**config.mk**
```make
export PLATFORM = sky130hd
export DESIGN_NAME = scarv_cop_malu_seq
export DESIGN_NICKNAME = d
export VERILOG_FILES = /design/src/rtl/scarv_cop_malu_seq.sv
export SDC_FILE = /design/constraint.sdc
export NUM_CORES = 1
export LEC_CHECK = 0
export BUFFER_PORTS_ARGS = -buffer_cell sky130_fd_sc_hd__buf_2
export CORE_UTILIZATION = 50
export DETAILED_ROUTE_END_ITERATION = 8
export GPL_TIMING_DRIVEN = 0
export HOLD_SLACK_MARGIN = 0.02
export PLACE_DENSITY = 0.83
export SYNTH_ARGS = -nofsm -noshare
export SYNTH_HDL_FRONTEND = slang
export SYNTH_SLANG_ARGS = --single-unit
```
**constraint.sdc**
```tcl
create_clock -name g_clk -period 3 [get_ports g_clk]
set_input_delay 0.45 -clock g_clk [delete_from_list [all_inputs] [get_ports g_clk]]
set_output_delay 0.45 -clock g_clk [all_outputs]
set_load 0.05 [all_outputs]
```
**src/rtl/scarv_cop_malu_seq.sv**
```systemverilog
// Issue-side sequencer for the COP multi-precision ALU: IDLE -> BUSY -> WB -> RSP.
// Optional BUSY watchdog enabled by defining SCARV_COP_MALU_TIMEOUT_EN.
module scarv_cop_malu_seq #(
  parameter int CPR_AW         = 4,
  parameter int TIMEOUT_CYCLES = 255
) (
  input  logic              g_clk,
  input  logic              g_reset,
  input  logic              insn_valid,
  output logic              insn_ready,
  input  logic [CPR_AW-1:0] insn_rd,
  output logic              malu_ivalid,
  input  logic              malu_idone,
  input  logic [3:0]        malu_cpr_rd_ben,
  input  logic [31:0]       malu_cpr_rd_wdata,
  output logic [3:0]        cpr_rd_wen,
  output logic [CPR_AW-1:0] cpr_rd_addr,
  output logic [31:0]       cpr_rd_wdata,
  output logic              rsp_valid,
  input  logic              rsp_ready,
  output logic [1:0]        rsp_status
);

  // Handshakes: insn transfers when insn_valid && insn_ready at a rising edge;
  // rsp transfers when rsp_valid && rsp_ready; rsp_valid/rsp_status hold until then.
  typedef enum logic [1:0] {IDLE, BUSY, WB, RSP} state_t;

  state_t            state;
  logic [CPR_AW-1:0] rd_q;
`ifdef SCARV_COP_MALU_TIMEOUT_EN
  localparam logic [7:0] LAST_WAIT = 8'(TIMEOUT_CYCLES - 1);
  logic [7:0]        wait_cnt;
`endif

  assign insn_ready = (state == IDLE);

  always_ff @(posedge g_clk or posedge g_reset) begin
    if (g_reset) begin
      state        <= IDLE;
      rd_q         <= '0;
      malu_ivalid  <= 1'b0;
      cpr_rd_wen   <= 4'b0;
      cpr_rd_addr  <= '0;
      cpr_rd_wdata <= 32'b0;
      rsp_valid    <= 1'b0;
      rsp_status   <= 2'd0;
`ifdef SCARV_COP_MALU_TIMEOUT_EN
      wait_cnt     <= 8'd0;
`endif
    end else begin
      case (state)
        IDLE: begin
          if (insn_valid) begin
            rd_q        <= insn_rd;
            malu_ivalid <= 1'b1;
            state       <= BUSY;
`ifdef SCARV_COP_MALU_TIMEOUT_EN
            wait_cnt    <= 8'd0;
`endif
          end
        end
        BUSY: begin
          // Completion is checked first so idone on the terminal count still wins.
          if (malu_idone) begin
            malu_ivalid  <= 1'b0;
            cpr_rd_wen   <= (rd_q == '0) ? 4'b0 : malu_cpr_rd_ben;
            cpr_rd_addr  <= rd_q;
            cpr_rd_wdata <= malu_cpr_rd_wdata;
            state        <= WB;
          end
`ifdef SCARV_COP_MALU_TIMEOUT_EN
          else if (wait_cnt == LAST_WAIT) begin
            malu_ivalid <= 1'b0;
            rsp_valid   <= 1'b1;
            rsp_status  <= 2'd1;
            state       <= RSP;
          end else begin
            wait_cnt <= wait_cnt + 8'd1;
          end
`endif
        end
        WB: begin
          cpr_rd_wen <= 4'b0;
          rsp_valid  <= 1'b1;
          rsp_status <= 2'd0;
          state      <= RSP;
        end
        RSP: begin
          if (rsp_ready) begin
            rsp_valid  <= 1'b0;
            rsp_status <= 2'd0;
            state      <= IDLE;
          end
        end
        default: state <= IDLE;
      endcase
    end
  end

endmodule

```
==> key figures <==
Final layout
  • Layout area overhead: 29.9%
  • Layout cell share with drive strength beyond 1: 64.9%
  • Nets@finish: 274
  • Diode count: 0

Global route
  • Global-route wire length before repair: 5800 um
  • Initial antenna violation count: 0
  • Largest net degree at the start of global routing: 30
  • Vias in the first global route: 1289
  • Gr ovfl total: 0
  • GRT Total Usage: around 18%

STA
  • Slew Limit Fails: 0
  • Final Hold Viols: 0
  • Final setup fails: 0
  • Fmax: between 500 and 600 MHz
  • Fin crit share: around 60%
  • Setup TNS Final: 0 ps
  • RSZ-0062 raised after global routing: no
  • Tmin final: 1770 ps
  • Max Clock Skew: approximately 5.5 ps

Placed design
  • PortBufs: 87
  • Dpl hpwl: between 2000 and 3000 um
  • Placer Congestion: approximately 0.67

Floorplanning
  • Io pins: 90
  • Row cnt: 23
  • Die height: about 67 um
  • Initial core utilization: between 50% and 60%
  • Core area: 4030 um2
  • Die area: approximately 4500 um2
  • Die W: between 60 and 70 um

Worst setup path
  • Setup Crit Path Kind: reg2out
  • Critical Path Slowest Stage Cell: dfrtp_1
  • Crit path max fanout: 4
  • Worst path max stage delay: between 400 and 500 ps
  • CP top delay family: flip-flops
  • CP required: between 2000 and 3000 ps
  • Crit path cell chain: inv_1, ha_1, buf_2
  • WP data arrival: between 1000 and 1500 ps
  • CP Capture Type: output pin
  • Startpoint Class: flip-flop
  • Bufs and invs on worst path: 2

Drt
  • Detail Route Antenna Nets: 0
  • Drt drc: 0
  • Iter 0 DRT Violations: 40
  • Vias/cell: between 4 and 5
  • DRT Wirelength: 3760 um
  • DR pass1 iterations: 4
  • Vias: approximately 1400
  • Wire per inst: roughly 14 um

CTS
  • Postcts setup bufs: 0
  • CTS tree: built
  • CTS root buffer: clkbuf_8
  • Clock Path Buffers: 2
  • Clk_lat worst skew: between 200 and 300 ps
  • CTS HTree Levels: 2
  • CTS Buf Count: 5
  • # hold bufs at CTS: 0
  • Clock-pin transition on the worst setup and hold timing paths: approximately 80 ps
  • Sink Count: 48
  • CTS resizes: 0

Hold path
  • Worst Hold Class: in2async

Synth
  • Dominant cell type by area after synthesis: dfrtp_1
  • Largest cells by area after synthesis: dfrtp_1 (57%), mux2_4 (26%), ha_1 (3.0%)
  • Mapped cell area: approximately 2100 um2
  • Asr flop ratio synth: 100%
  • Top cells by count, synth: dfrtp_1 (48), mux2_4 (36), buf_6 (5), ha_1 (5)
  • Syn Area/Cell: 16.4 um2
  • Post-synthesis cell type count: 24
  • Predominant post-synthesis flop cell: dfrtp_1
  • Top-count cell post-synth: dfrtp_1
  • Synth warn: 0
  • Post-synth EDFFs: 0
  • #FFs+latches synth: 48
  • Sequential element share of the synthesized area: around 57%
  • Gate Count Post-Synth: between 100 and 150
  • Synth top area share: 57.1%

Job
  • Maxcap violations: 0

Status
  • Status: complete, no violations
## routing by layer
metal	vias up	global-route usage (%)	share of wire, %
met5	-	0	0
met4	0	5.59	1.1
met3	6	4.97	7.3
met2	63	28.9	46
met1	651	22.4	45
li1	637	-	-
## worst reg2reg max path, delay by kind of cell (launching register included)
kind          cells  cell delay (ps)
simple gates      1              150
fa+ha+maj         1              210
flops             1              420
mux               1              320
buf+inv           3              390
## area by class of cell
cell class                 instances  area [um2]
buffer                             7        71.3
inverter                           4        15.0
tap                               50        62.6
timing repair buffer              88         455
clock buffer                       6        72.6
multi-input combinational         70         818
sequential                        48        1200
fill                             302        1300
clock inverter                     2        35.0
## per-stage QoR
stage,utilization [%],setup slack (ps),instances,area [um2],hold WS [ps]
after floorplan,-,1410,129,2110,499
after global placement,64.6,827,266,2600,475
after detailed placement,65.1,1390,267,2620,478
after CTS,67.8,1220,275,2730,160
after global routing,67.8,1140,275,2730,180
final,67.8,1230,275,2730,152
## state kept, by name, summed over array words and instances, names as in the netlist
signal	flops
cpr_rd_addr	4
cpr_rd_wdata	32
cpr_rd_wen	4
malu_ivalid	1
rd_q	4
rsp_valid	1
state	2
## worst paths after layout
path / start / end / cells after the start / slack (ps)
hold / removal: g_reset / cpr_rd_wen[3] / 2 / 150
setup reg to reg: state[1] / cpr_rd_wdata[7] / 6 / 1390
setup / recovery: state[0] / insn_ready / 3 / 1230
hold reg to reg: cpr_rd_wen[1] / cpr_rd_wen[1] / 1 / 500
min in group g_clk: rsp_ready / rsp_valid / 2 / 360
max in group asynchronous: g_reset / cpr_rd_addr[1] / 3 / 2360
## kinds of logic (layout without fill, tap and decap cells)
kind of cell / Yosys count / after routing / share of synthesized area, %
compound gates: 8 / 8 / 3.16
fa+ha+maj: 5 / 5 / 2.98
buf+inv: 11 / 107 / 4.11
flops: 48 / 48 / 57.1
mux: 42 / 42 / 28.9
other cells: 1 / 2 / 0.178
simple gates: 13 / 13 / 3.57
## placed cells by master, fill, tap and decap left out, drive strengths merged
cell type  count
nand2b         1
a31o           1
o21a           1
ha             5
o2bb2ai        1
nor2b          2
nor2           4
a21oi          1
a32o           3
mux2i          1
inv            4
clkbuf         6
nor4           1
nand2          2
o22ai          1
conb           2
or2            1
clkinv         1
and2           1
mux2          41
dfrtp         48
buf           95
nor3b          1
bufinv         1
Power is left out: the tool's default activity adds up to more than one toggle a clock period on the data nets, which glitch-free logic cannot reach.
